`config.mk`:
```
export PLATFORM = sky130hd
export DESIGN_NAME = mul_operand_sequencer
export DESIGN_NICKNAME = d
export VERILOG_FILES = /design/src/rtl/mul_operand_sequencer.sv
export SDC_FILE = /design/constraint.sdc
export NUM_CORES = 1
export LEC_CHECK = 0
export BUFFER_PORTS_ARGS = -buffer_cell sky130_fd_sc_hd__buf_4
export CORE_MARGIN = 4
export CORE_UTILIZATION = 53
export DETAILED_ROUTE_END_ITERATION = 16
export PLACE_DENSITY = 0.78
export REMOVE_ABC_BUFFERS = 1
export SETUP_SLACK_MARGIN = 0.2
export SKIP_LAST_GASP = 1
export SLEW_MARGIN = 10
export SYNTH_ARGS = -nofsm -noshare
export SYNTH_HDL_FRONTEND = slang
export SYNTH_SLANG_ARGS = --single-unit
```
`constraint.sdc`:
```
create_clock -name clk -period 4.67 [get_ports clk]
set_input_delay 1.1675 -clock clk [delete_from_list [all_inputs] [get_ports clk]]
set_output_delay 1.1675 -clock clk [all_outputs]
set_load 0.03 [all_outputs]
```
`src/rtl/mul_operand_sequencer.sv`:
```
// mul_operand_sequencer
//   Feeds operand pairs from a small FIFO into a sequential 8x8 multiplier,
//   waits out its fixed latency, and returns each 16-bit product over a
//   valid/ready result stream. Pairs with a zero operand skip the multiplier.
//   Exactly one product is in flight at a time, so results leave in push order.

module mul_operand_sequencer #(
   parameter int DEPTH   = 4,   // operand FIFO entries, power of 2, >= 2
   parameter int MUL_LAT = 5    // cycles from mul_st until mul_answer is final, >= 1
) (
   input  logic                    clk,
   input  logic                    rst,
   // operand stream
   input  logic                    in_valid,
   output logic                    in_ready,
   input  logic [7:0]              in_a,
   input  logic [7:0]              in_b,
   // multiplier interface
   output logic                    mul_st,
   output logic [7:0]              mul_a,
   output logic [7:0]              mul_b,
   input  logic [15:0]             mul_answer,
   // result stream
   output logic                    out_valid,
   input  logic                    out_ready,
   output logic [15:0]             out_result,
   // status
   output logic [$clog2(DEPTH):0]  fifo_count,
   output logic                    busy
);

   localparam int PTR_W = $clog2(DEPTH);
   localparam int LAT_W = $clog2(MUL_LAT) + 1;

   localparam logic [PTR_W:0]   FULL_COUNT = (PTR_W + 1)'(DEPTH);
   localparam logic [LAT_W-1:0] LAT_LOAD   = LAT_W'(MUL_LAT - 1);

   typedef enum logic [1:0] {
      S_IDLE,
      S_START,
      S_WAIT,
      S_HOLD
   } state_t;

   state_t state;
   state_t state_next;

   // ------------------------------------------------------------------
   // Operand FIFO
   // ------------------------------------------------------------------
   logic [15:0]      mem [DEPTH];
   logic [PTR_W-1:0] wr_ptr;
   logic [PTR_W-1:0] rd_ptr;
   logic [15:0]      head;
   logic [7:0]       head_a;
   logic [7:0]       head_b;
   logic             push;
   logic             pop;

   // Readiness looks only at the occupancy, never at a same-cycle pop, so a
   // full FIFO refuses a push even in the cycle it is being drained.
   assign in_ready = (fifo_count < FULL_COUNT);
   assign push     = in_valid && in_ready;

   assign head   = mem[rd_ptr];
   assign head_a = head[15:8];
   assign head_b = head[7:0];

   // Storage write: one entry per accepted operand pair.
   // NOTE: the storage array carries no reset; an entry is only read after
   // the write pointer has passed it, so clearing it would cost flops for nothing.
   always_ff @(posedge clk) begin
      if (push) begin
         mem[wr_ptr] <= {in_a, in_b};
      end
   end

   // Pointers and occupancy; pointers wrap naturally because DEPTH is a power of 2.
   // NOTE: every register here uses <= so all flops update from pre-edge values.
   always_ff @(posedge clk) begin
      if (rst) begin
         wr_ptr     <= '0;
         rd_ptr     <= '0;
         fifo_count <= '0;
      end else begin
         if (push) begin
            wr_ptr <= wr_ptr + 1'b1;
         end
         if (pop) begin
            rd_ptr <= rd_ptr + 1'b1;
         end
         case ({push, pop})
            2'b10:   fifo_count <= fifo_count + 1'b1;
            2'b01:   fifo_count <= fifo_count - 1'b1;
            default: fifo_count <= fifo_count;
         endcase
      end
   end

   // ------------------------------------------------------------------
   // Sequencing FSM
   // ------------------------------------------------------------------
   logic [LAT_W-1:0] lat_cnt;
   logic             load_zero;     // zero operand: result known without multiplying
   logic             start_lat;     // START cycle: arm the latency counter
   logic             capture;       // last WAIT cycle: mul_answer is final
   logic             release_out;   // result handshake completed

   // State register.
   always_ff @(posedge clk) begin
      if (rst) begin
         state <= S_IDLE;
      end else begin
         state <= state_next;
      end
   end

   // Next-state and per-cycle control strobes.
   // NOTE: every output of this block gets a default first so no path leaves
   // one unassigned, which would otherwise infer a latch.
   always_comb begin
      state_next  = state;
      pop         = 1'b0;
      load_zero   = 1'b0;
      start_lat   = 1'b0;
      capture     = 1'b0;
      release_out = 1'b0;
      case (state)
         S_IDLE: begin
            if (fifo_count != '0) begin
               pop = 1'b1;
               if ((head_a == 8'd0) || (head_b == 8'd0)) begin
                  load_zero  = 1'b1;
                  state_next = S_HOLD;
               end else begin
                  state_next = S_START;
               end
            end
         end
         S_START: begin
            start_lat  = 1'b1;
            state_next = S_WAIT;
         end
         S_WAIT: begin
            if (lat_cnt == '0) begin
               capture    = 1'b1;
               state_next = S_HOLD;
            end
         end
         S_HOLD: begin
            if (out_ready) begin
               release_out = 1'b1;
               state_next  = S_IDLE;
            end
         end
         default: begin
            state_next = S_IDLE;
         end
      endcase
   end

   // The start pulse is gated by reset so it can never reach the multiplier
   // in a cycle where the multiplier itself is being reset.
   assign mul_st = (state == S_START) && !rst;
   assign busy   = (state != S_IDLE);

   // ------------------------------------------------------------------
   // Datapath registers
   // ------------------------------------------------------------------

   // Operand holding registers: loaded only on a pop, so they stay stable
   // through START and WAIT while the multiplier works on them.
   always_ff @(posedge clk) begin
      if (rst) begin
         mul_a <= 8'd0;
         mul_b <= 8'd0;
      end else if (pop) begin
         mul_a <= head_a;
         mul_b <= head_b;
      end
   end

   // Latency counter: armed in START, counts down through WAIT.
   always_ff @(posedge clk) begin
      if (rst) begin
         lat_cnt <= '0;
      end else if (start_lat) begin
         lat_cnt <= LAT_LOAD;
      end else if ((state == S_WAIT) && (lat_cnt != '0)) begin
         lat_cnt <= lat_cnt - 1'b1;
      end
   end

   // Result register: mul_answer is sampled only on the final WAIT cycle,
   // so its intermediate values never reach the output.
   always_ff @(posedge clk) begin
      if (rst) begin
         out_result <= 16'd0;
         out_valid  <= 1'b0;
      end else if (load_zero) begin
         out_result <= 16'd0;
         out_valid  <= 1'b1;
      end else if (capture) begin
         out_result <= mul_answer;
         out_valid  <= 1'b1;
      end else if (release_out) begin
         out_valid  <= 1'b0;
      end
   end

endmodule

```
=== Yosys cells after proc, flatten, opt, wreduce, memory -nomap -nowiden ===
Memory sizes are Yosys's and may differ from the RTL's. A register that Yosys moved wholly into a read port is not among the register bits.
Cells that the tools add are included.

* Register bits: 46
* Latch bits: 0
* RAM bits: 64
* Memory bits (read-only): 0
* Bits of input ports: 36
* Output and inout port bits: 39
* Word-level logic and storage cells: 68
* Memories kept: 1

{| class="wikitable"
|+ Memory list
! memory !! depth !! width !! read ports !! clocked after memory_dff !! write ports !! line !! text
|-
| mem || 4 || 16 || 1 || 1 || 1 || 51 || <nowiki>logic [15:0] mem [DEPTH];</nowiki>
|}

* Add/sub/neg operators: 5
* Multipliers: 0
* Div/mod/pow operators: 0
* Order comparisons: 1
* Equal/unequal tests: 8
* Shift-type cells: 0
* Muxes and demuxes: 25
* Bitwise gates (word level): 0
* Reductions and logical operators: 18

{| class="wikitable"
|+ Operator list
! operator !! count
|-
| $logic_not 8->1 || 2
|-
| $mux 1 || 15
|-
| $mux 2 || 6
|-
| $pmux 2 s4 || 1
|-
| $eq 2x2->1 const B || 3
|-
| $mux 3 || 2
|-
| $ne 2x2->1 const B || 3
|-
| $pmux 3 s2 || 1
|-
| $reduce_bool 2->1 || 3
|-
| $reduce_bool 3->1 || 2
|-
| $add 2x1->2 const B || 2
|-
| $eq 2x1->1 const B || 2
|-
| $logic_not 4->1 || 1
|-
| $reduce_bool 4->1 || 1
|-
| $reduce_or 2->1 || 2
|-
| $sub 4x1->4 const B || 1
|-
| $add 3x1->3 const B || 1
|-
| $logic_and 1x1->1 || 3
|-
| $lt 3x3->1 const B || 1
|-
| $reduce_and 3->1 || 1
|-
| $sub 3x1->3 const B || 1
|-
| $logic_not 2->1 || 1
|-
| $logic_not 1->1 || 1
|-
| $logic_or 1x1->1 || 1
|}

=== Logic depth before layout (Yosys ltp) ===
Gate-level depths: netlist of run 1.

* Depth after elaboration: 6
* Gate-level depth with buffers: 12
* Gate-level depth less buffers: 10

=== Least setup slack after synthesis of run 1 ===
No wires, ideal clock.

* Kind: in2out
* Start point: in rst
* End point: out mul_st
* Data arrival time: 1971 ps
* Data required time: 3503 ps
* Slack: 1531 ps
* Stages: 3
* Path through: clkbuf_1 > buf_1 > nor2_1

* Longest elaborated chain between the ends: 2

{| class="wikitable"
|+ RTL lines
! element !! line !! text
|-
| start, declared || 12 || <nowiki>input logic rst,</nowiki>
|-
| $logic_not 1->1 || 164 || <nowiki>assign mul_st = (state == S_START) && !rst;</nowiki>
|-
| $logic_and 1x1->1 || 164 ||
|-
| end, declared || 19 || <nowiki>output logic mul_st,</nowiki>
|}

Every way passes these cells.

=== Worst setup path after layout of run 1 ===
Ends and elaborated chain as after synthesis.

==> summary.txt, run 1 <==
Run status
  • Outcome: finished clean

Pwr
  • Total chip power: 2.85 mW
  • Leak: 1.91 nW
  • Pwr Density: 546 nW/um^2
  • Peak VDD IR: 0.221 mV

Timing
  • Rel. slew slack: 36.5%
  • Minimum clock period: 3.00 ns
  • Hold Slack: 0.462 ns
  • Final worst setup slack: 1.67 ns
  • Unrepaired setup endpoints after global routing: no
  • Tightest Pin Transition: 0.951 ns
  • Final TNS setup: 0 ns
  • Fmax: 333 MHz
  • Fin Clk Skew: 0.0106 ns
  • Final period utilization: 64.2%
  • Final Hold Fails: 0
  • Final setup fails: 0
  • Final Max Tran Viols: 0

Global routing
  • Pin count of the biggest net entering global routing: 50
  • First-pass GRT wire length: 12.2 mm
  • Vias in the first global route: 2479
  • Total gr overflow: 0
  • Initial antenna violation count: 0
  • Global Route Usage Sum: 15.9%

Cells and area
  • Final Non-Filler Cells: 491
  • Nets: 429
  • # diodes: 0
  • Most frequent cells in the layout: buf_4, edfxtp_1, dfxtp_1
  • FILL cells: 627
  • Fraction of layout cells with a size suffix above 1: 24.4%
  • P&R area growth vs syn: 16.4%
  • Finished Cell Area: 5230 um^2
  • Most common cell after layout, fill and taps aside: buf_4
  • Fin util: 63.7%

Placed design
  • Port bufs: 74
  • Dpl cells: 475
  • Global placer's final weighted congestion: 0.769
  • Detailed-placement wirelength estimate: 5.38 mm
  • Dpl cell area: 5070 um^2
  • Pre-CTS setup slack: 1.67 ns

Routing
  • DRT Wirelength: 7.86 mm
  • # DRC: 0
  • Vias/cell: 5.34
  • Drt wl/cell: 16.0 um
  • Final ANT Viol Nets: 0
  • DRT iter0 DRCs: 94
  • Initial DRT Pass Iterations: 6
  • Vias: 2622

Synthesis
  • Ys async rst share: 0%
  • Synth Instances: 314
  • Ys flop type: edfxtp_1
  • Netlist cell types: 38
  • Synth warn: 0
  • Sequential share of the synthesized area: 64.1%
  • Post-Syn Area: 4490 um^2
  • Post-synth EDFFs: 64
  • Mapped Avg Cell Area: 14.3 um^2
  • Synth Register Bits: 112

Critical path
  • Critical Path End: mul_st
  • Critical Path Fanout Max: 49
  • Critical path origin: rst
  • Worst Reg-to-Reg Cells: 4
  • Crit path DAT: 1.83 ns
  • Setup crit start kind: primary input
  • Setup CP Type: in -> out
  • Crit end category: primary output
  • Worst EP required: 3.50 ns
  • R2r setup slk: 1.74 ns
  • R2R Path End: state[1]

Clock tree
  • Clk buf depth: 2
  • H-tree Lvls: 3
  • Clk pin slew, worst setup/hold paths: 0.09 ns
  • Setup bufs post-CTS: 0
  • Cts bufs inserted: 9
  • Post-cts gate resize count: 0
  • Clk Latency, worst-skew pair: 0.36 ns
  • Post-cts hold buffer count: 0
  • Clock sink count: 112
  • CTS root buf: clkbuf_8
  • CTS tree: built

Die
  • DIE AREA: 10000 um^2
  • Die Wd: 100 um
  • Site Rows: 33
  • Core Region: 8220 um^2
  • Initial Util: 54.7%
  • Io pins: 75
  • Die height: 100 um

Job
  • Max Cap Viol: 0

Worst hold path
  • Hold WC Path Type: reg -> reg
[kinds of logic after synthesis]
family          count (synthesis)  share of synthesized area, %
mux                            33                          13.0
buf+inv                        36                          4.15
xor+xnor                        8                          1.56
simple gates                   69                          7.18
flops                         112                          64.1
fa+ha+maj                      12                          3.51
compound gates                 44                          6.49
[worst max-delay path, stage by stage]
cell,delay (ns)
buf_4,0.40
nor2_1,0.08
buf_4,0.18
[where the power goes]
group | total [mW] | internal [mW] | leakage (nW) | switching (mW)
Clock | 0.495 | 0.193 | 0.0892 | 0.302
Combinational | 1.01 | 0.385 | 0.843 | 0.622
Sequential | 1.35 | 1.24 | 0.978 | 0.113
Total | 2.85 | 1.82 | 1.91 | 1.04
[worst min path at each step]
stage / from / end / cells after the start
2_1_floorplan: rd_ptr[1] / flip-flop / 2
3_3_place_gp: mul_b[2] / mul_b[2] / 2
3_5_place_dp: mul_b[6] / mul_b[6] / 2
4_1_cts: mul_b[6] / mul_b[6] / 2
5_1_grt: mul_b[6] / mul_b[6] / 2
6_report: mul_b[2] / mul_b[2] / 2
[sequential cells by signal, summed over array words and instances, names as in the netlist, named ones only]
signal and flops:
state 2, mem 64, out_valid 1, mul_b 8, lat_cnt 4, out_result 16
fifo_count 3, wr_ptr 2, mul_a 8, rd_ptr 2
[cell type report]
| class | count | area (um^2) | area share, % |
|---|---|---|---|
| timing repair buffer | 75 | 563 | 10.8 |
| inverter | 17 | 63.8 | 1.22 |
| clock inverter | 6 | 37.5 | 0.718 |
| multi-input combinational | 166 | 1430 | 27.2 |
| tap | 105 | 131 | 2.51 |
| clock buffer | 10 | 128 | 2.44 |
| sequential | 112 | 2880 | 55.1 |
[metal layers]
metal  routed length [um]  global-route usage [%]
met1                 3610                    21.6
met2                 3610                    25.0
met3                  472                    3.13
met4                  163                    7.05
met5                    0                       0
[cells in the mapped netlist, types with 4 or more instances]
library cell | count | share of area [%]
a211oi_1 | 16 | 2.7
a21oi_1 | 21 | 2.3
and2_1 | 5 | 0.70
clkbuf_1 | 9 | 0.75
dfxtp_1 | 48 | 21
edfxtp_1 | 64 | 43
ha_1 | 11 | 3.1
inv_1 | 16 | 1.3
mux2i_1 | 17 | 3.8
mux4_1 | 14 | 8.2
nand2_1 | 35 | 2.9
nor2_1 | 13 | 1.1
nor3_1 | 4 | 0.45
xor2_1 | 5 | 0.97
Power figures use the tool's default switching activity.
==> run 2: changes to the inputs <==
CORE_UTILIZATION = 50   (was 53)
PLACE_DENSITY = 0.77   (was 0.78)
clock period = 2.47 ns   (was 4.67 ns; I/O delays follow)
==> summary.txt, run 2 (synthesis gave the netlist of run 1 again) <==
Die
  • Core Region: 8720 um^2 (was 8220 um^2)
  • Initial Util: 51.5% (was 54.7%)
  • Die Wd: 103 um (was 100 um)
  • Io pins: 75 (unchanged)
  • DIE AREA: 10600 um^2 (was 10000 um^2)
  • Site Rows: 34 (was 33)
  • Die height: 103 um (was 100 um)

Clock tree
  • H-tree Lvls: 3 (unchanged)
  • Clock sink count: 112 (unchanged)
  • CTS tree: built (unchanged)
  • CTS root buf: clkbuf_8 (unchanged)
  • Clk pin slew, worst setup/hold paths: 0.10 ns (was 0.09 ns)
  • Clk Latency, worst-skew pair: 0.36 ns (about the same)
  • Cts bufs inserted: 9 (unchanged)
  • Clk buf depth: 2 (unchanged)

Worst hold path
  • Min-delay src: in_a[6] (was mul_b[2])
  • Hold WC Path Type: in -> reg (was reg -> reg)

Pwr
  • Clock share of power: 19.1% (was 17.3%)
  • Flop pwr share: 44.2% (was 47.4%)
  • Switching share of power: 35.8% (was 36.3%)
  • Leak: 1.98 nW (was 1.91 nW)
  • P_int: 3.64 mW (was 1.82 mW)
  • NetSw: 2.03 mW (was 1.04 mW)
  • Peak VDD IR: 0.514 mV (was 0.221 mV)
  • Pwr Density: 1050 nW/um^2 (was 546 nW/um^2)
  • Combinational power share: 36.7% (was 35.3%)
  • Total chip power: 5.67 mW (was 2.85 mW)

Cells and area
  • Most common cell after layout, fill and taps aside: buf_4 (unchanged)
  • Number of flip-flops under the largest register name: 64 (unchanged)
  • Fin util: 61.8% (was 63.7%)
  • FILL cells: 685 (was 627)
  • Regs by FF count: mem x64, out_result x16 (unchanged)
  • # diodes: 0 (unchanged)
  • Nets: 439 (was 429)
  • P&R area growth vs syn: 19.9% (was 16.4%)
  • Register with the most flip-flops: mem (unchanged)
  • Fraction of layout cells with a size suffix above 1: 27.0% (was 24.4%)
  • Most frequent cells in the layout: buf_4, edfxtp_1, dfxtp_1 (unchanged)

Global routing
  • Global Route Usage Sum: 15.7% (was 15.9%)
  • Total gr overflow: 0 (unchanged)
  • Vias in the first global route: 2677 (was 2479)
  • First-pass GRT wire length: 12.7 mm (was 12.2 mm)
  • Initial antenna violation count: 0 (unchanged)
  • Pin count of the biggest net entering global routing: 50 (unchanged)

Routing
  • Drt wl/cell: 16.0 um (about the same)
  • Vias/cell: 5.25 (was 5.34)
  • Final ANT Viol Nets: 0 (unchanged)
  • Vias: 2647 (was 2622)
  • DRT Wirelength: 8.06 mm (was 7.86 mm)
  • # DRC: 0 (unchanged)
  • Initial DRT Pass Iterations: 4 (was 6)
  • DRT iter0 DRCs: 117 (was 94)

Run status
  • Outcome: finished clean (unchanged)

Placed design
  • Detailed-placement wirelength estimate: 5.63 mm (was 5.38 mm)
  • Port bufs: 74 (unchanged)
  • Global placer's final weighted congestion: 0.774 (was 0.769)

Job
  • Max Cap Viol: 0 (unchanged)

Timing
  • Final setup fails: 0 (unchanged)
  • Final Hold Fails: 0 (unchanged)
  • Final period utilization: 87.2%
  • Final Max Tran Viols: 0 (unchanged)
  • Unrepaired setup endpoints after global routing: no (unchanged)
  • Minimum clock period: 2.16 ns
  • Rel. slew slack: 61.1% (was 36.5%)
  • Tightest Pin Transition: 0.583 ns (was 0.951 ns)
  • Fin Clk Skew: 0.0138 ns (was 0.0106 ns)
  • Fmax: 464 MHz

Critical path
  • Crit end category: flip-flop (was primary output)
  • Crit path DAT: 2.38 ns (was 1.83 ns)
  • Setup CP Type: reg -> reg (was in -> out)
  • Setup crit start kind: flip-flop (was primary input)
  • Worst EP required: 2.69 ns (was 3.50 ns)
  • Critical Path Fanout Max: 18 (was 49)
## run 2: routing by layer
layer | vias up | wire, um | global-route usage, %
li1 | 1303 | - | -
met1 | 1258 | 3390 | 19.4
met2 | 84 | 4050 | 28.0
met3 | 2 | 598 | 3.52
met4 | 0 | 21 | 4.48
met5 | - | 0 | 0
## run 2: critical path: stages, from the launching register on
cell	delay (ns)
dfxtp_1	0.37
buf_12	0.18
mux4_1	0.62
nor4_2	0.37
a22o_1	0.24
buf_12	0.16
a211oi_1	0.08
## run 2: cell type report
class / count / area, um^2 / share of cell area (%)
clock buffers: 9 / 124 / 2.30
clock inverters: 7 / 76.3 / 1.42
inverters: 17 / 63.8 / 1.18
multi-input cells: 166 / 1430 / 26.6
flip-flops and latches: 112 / 2880 / 53.5
well taps: 108 / 135 / 2.51
repair buffers: 85 / 676 / 12.5
## run 2: metrics by stage
stage / area, um^2 / instances / setup WS [ns] / TNS, ns / hold slack [ns]
after detailed placement: 5170 / 487 / 0.283 / 0 / 0.449
after CTS: 5380 / 503 / 0.288 / 0 / 0.437
final: 5390 / 504 / 0.315 / 0 / 0.451
after global routing: 5390 / 504 / 0.223 / 0 / 0.426
after floorplan: 4370 / 295 / -0.520 / -1.16 / 0.485
after global placement: 5170 / 487 / 0.336 / 0 / 0.443
## run 2: timing repair
item	4_1_cts	5_1_grt
gates resized for setup	0	1
setup endpoints to repair	0	4
hold buffers	0	0
setup buffers	0	1
## run 2: path summary, 6_finish.rpt
check / cells after the start / endpoint / slack (ns)
worst max-delay path: 6 / out_result[1] / 0.31
worst min-delay path: 1 / mem[2][14] / 0.45
worst max register to register: 6 / out_result[1] / 0.31
worst min register to register: 2 / mul_a[3] / 0.46
## run 2: power by group through the flow
stage	logic (mW)	clock network [mW]	registers, mW
floorplan	1.01	0	2.84
global placement	2.04	0	2.53
detailed placement	2.08	0	2.55
CTS	2.08	1.10	2.51
global route	2.28	1.19	2.55
finish	2.08	1.08	2.51
==> run 3: changes to the inputs <==
CELL_PAD_IN_SITES_DETAIL_PLACEMENT = 1   (was not set)
CELL_PAD_IN_SITES_GLOBAL_PLACEMENT = 2   (was not set)
CORE_UTILIZATION = 35   (was 50)
MAX_ROUTING_LAYER = met4   (was not set)
==> summary.txt, run 3 (synthesis gave the netlist of run 1 again) <==
Run status
  • Outcome: finished clean (unchanged)

Clock tree
  • Cts bufs inserted: 9 (unchanged)
  • CTS tree: built (unchanged)
  • Clk Latency, worst-skew pair: 0.35 ns (was 0.36 ns)
  • Post-cts hold buffer count: 0 (unchanged)
  • Setup bufs post-CTS: 0 (unchanged)
  • Clk pin slew, worst setup/hold paths: 0.07 ns (was 0.10 ns)
  • Clock sink count: 112 (unchanged)
  • CTS root buf: clkbuf_16 (was clkbuf_8)
  • H-tree Lvls: 3 (unchanged)
  • Clk buf depth: 2 (unchanged)
  • Post-cts gate resize count: 0 (unchanged)

Cells and area
  • Nets: 440 (was 439)
  • Number of flip-flops under the largest register name: 64 (unchanged)
  • Multi-input gate area: 1440 um^2 (was 1430 um^2)
  • Fraction of layout cells with a size suffix above 1: 27.5% (was 27.0%)
  • Most frequent cells in the layout: buf_4, edfxtp_1, dfxtp_1 (unchanged)
  • Fin util: 44.2% (was 61.8%)
  • FILL cells: 1334 (was 685)
  • Finished Cell Area: 5580 um^2 (was 5390 um^2)
  • Register with the most flip-flops: mem (unchanged)
  • Most common cell after layout, fill and taps aside: buf_4 (unchanged)
  • # diodes: 0 (unchanged)
  • P&R area growth vs syn: 24.1% (was 19.9%)
  • Area taken by flip-flops and latches: 2880 um^2 (about the same)
  • Regs by FF count: mem x64, out_result x16 (unchanged)

Global routing
  • Total gr overflow: 0 (unchanged)
  • Initial antenna violation count: 0 (unchanged)
  • Global Route Usage Sum: 13.5% (was 15.7%)
  • First-pass GRT wire length: 14.8 mm (was 12.7 mm)
  • Vias in the first global route: 2834 (was 2677)
  • Pin count of the biggest net entering global routing: 35 (was 50)

Routing
  • Initial DRT Pass Iterations: 4 (unchanged)
  • Vias/cell: 4.77 (was 5.25)
  • # DRC: 0 (unchanged)
  • Vias: 2713 (was 2647)
  • Final ANT Viol Nets: 0 (unchanged)
  • DRT iter0 DRCs: 128 (was 117)
  • Drt wl/cell: 16.1 um (was 16.0 um)
  • DRT Wirelength: 9.16 mm (was 8.06 mm)

Critical path
  • Setup CP Type: reg -> reg (unchanged)
  • Worst Reg-to-Reg Cells: 6 (unchanged)
  • Worst EP required: 2.68 ns (was 2.69 ns)
  • R2r setup slk: 0.32 ns (was 0.31 ns)
  • R2R Path End: out_result[8] (was out_result[1])
  • Setup crit start kind: flip-flop (unchanged)
  • Critical Path Fanout Max: 18 (unchanged)
  • Crit end category: flip-flop (unchanged)
  • Crit path DAT: 2.36 ns (was 2.38 ns)

Pwr
  • Pwr Density: 1090 nW/um^2 (was 1050 nW/um^2)
  • Peak VDD IR: 0.769 mV (was 0.514 mV)
  • Leak: 2.04 nW (was 1.98 nW)

Placed design
  • Dpl cell area: 5260 um^2 (was 5170 um^2)
  • Detailed-placement wirelength estimate: 6.53 mm (was 5.63 mm)
  • Global placer's final weighted congestion: 0.712 (was 0.774)
  • Port bufs: 74 (unchanged)
  • Pre-CTS setup slack: 0.183 ns (was 0.283 ns)

Timing
  • Final setup fails: 0 (unchanged)
  • Final Hold Fails: 0 (unchanged)
  • Tightest Pin Transition: 0.615 ns (was 0.583 ns)
  • Hold Slack: 0.462 ns (was 0.451 ns)
  • Unrepaired setup endpoints after global routing: no (unchanged)
  • Fmax: 466 MHz (was 464 MHz)
  • Final period utilization: 86.9% (was 87.2%)
  • Final TNS setup: 0 ns (unchanged)
  • Rel. slew slack: 59.0% (was 61.1%)
  • Minimum clock period: 2.15 ns (was 2.16 ns)
  • Final worst setup slack: 0.322 ns (was 0.315 ns)
  • Final Max Tran Viols: 0 (unchanged)
  • Fin Clk Skew: 0.00552 ns (was 0.0138 ns)

Die
  • DIE AREA: 14700 um^2 (was 10600 um^2)
  • Site Rows: 41 (was 34)
  • Die height: 121 um (was 103 um)
  • Die Wd: 121 um (was 103 um)
  • Core Region: 12600 um^2 (was 8720 um^2)
  • Initial Util: 35.6% (was 51.5%)
  • Io pins: 75 (unchanged)

Worst hold path
  • Hold Path Stages: 2 (was 1)
  • Min-delay src: mul_a[3] (was in_a[6])
  • Hold WC Path Type: reg -> reg (was in -> reg)
  • Hold Path Sink: mul_a[3] (was mem[2][14])

Job
  • Max Cap Viol: 0 (unchanged)
run 3: changes by cell type in the layout (fill, tap and decap cells not counted):
| cell | delta |
|---|---|
| buf_4 | +2 |
| clkbuf_16 | +9 |
| buf_12 | -1 |
| dfxtp_1 | -1 |
| clkbuf_8 | -9 |
| nor4_2 | -1 |
| clkinvlp_2 | -1 |
| clkinv_2 | +1 |
| nor4_4 | +1 |
| dfxtp_2 | +1 |
run 3: final cells by class:
cell class	instances	area share [%]
multi-input cells	166	25.8
repair buffers	86	12.0
clock inverters	7	1.37
inverters	17	1.14
clock buffers	9	4.04
flip-flops and latches	112	51.7
well taps	172	3.86
run 3: where the power goes:
| part | internal (mW) | switching [mW] |
|---|---|---|
| clock | 0.798 | 0.668 |
| combinational | 0.800 | 1.29 |
| sequential | 2.34 | 0.180 |
run 3: worst max-delay path: stages (launching register included):
cell      delay (ns)
dfxtp_1         0.36
buf_12          0.18
mux4_1          0.66
nor4_4          0.34
a22o_1          0.21
buf_12          0.16
a211oi_1        0.09
run 3: per-layer routing:
layer	routed length (um)	GRT usage, %	part of all wire (%)
met1	3960	16.2	43
met2	4570	21.8	50
met3	523	4.52	5.7
met4	106	3.57	1.2
met5	0	-	0
run 3: worst max path at each step:
stage / endpoint / cells after the start / startpoint
floorplan: fifo_count[2] / 9 / fifo_count[2]
global placement: fifo_count[2] / 9 / in_valid
detailed placement: fifo_count[2] / 9 / in_valid
CTS: out_result[8] / 6 / flip-flop
global route: fifo_count[2] / 10 / state[0]
finish: out_result[8] / 6 / flip-flop
run 3: through the flow:
stage | cells | power [mW]
2_1_floorplan | 295 | 3.85
3_3_place_gp | 553 | 4.61
3_5_place_dp | 553 | 4.68
4_1_cts | 569 | 6.15
5_1_grt | 569 | 6.47
6_report | 569 | 6.08
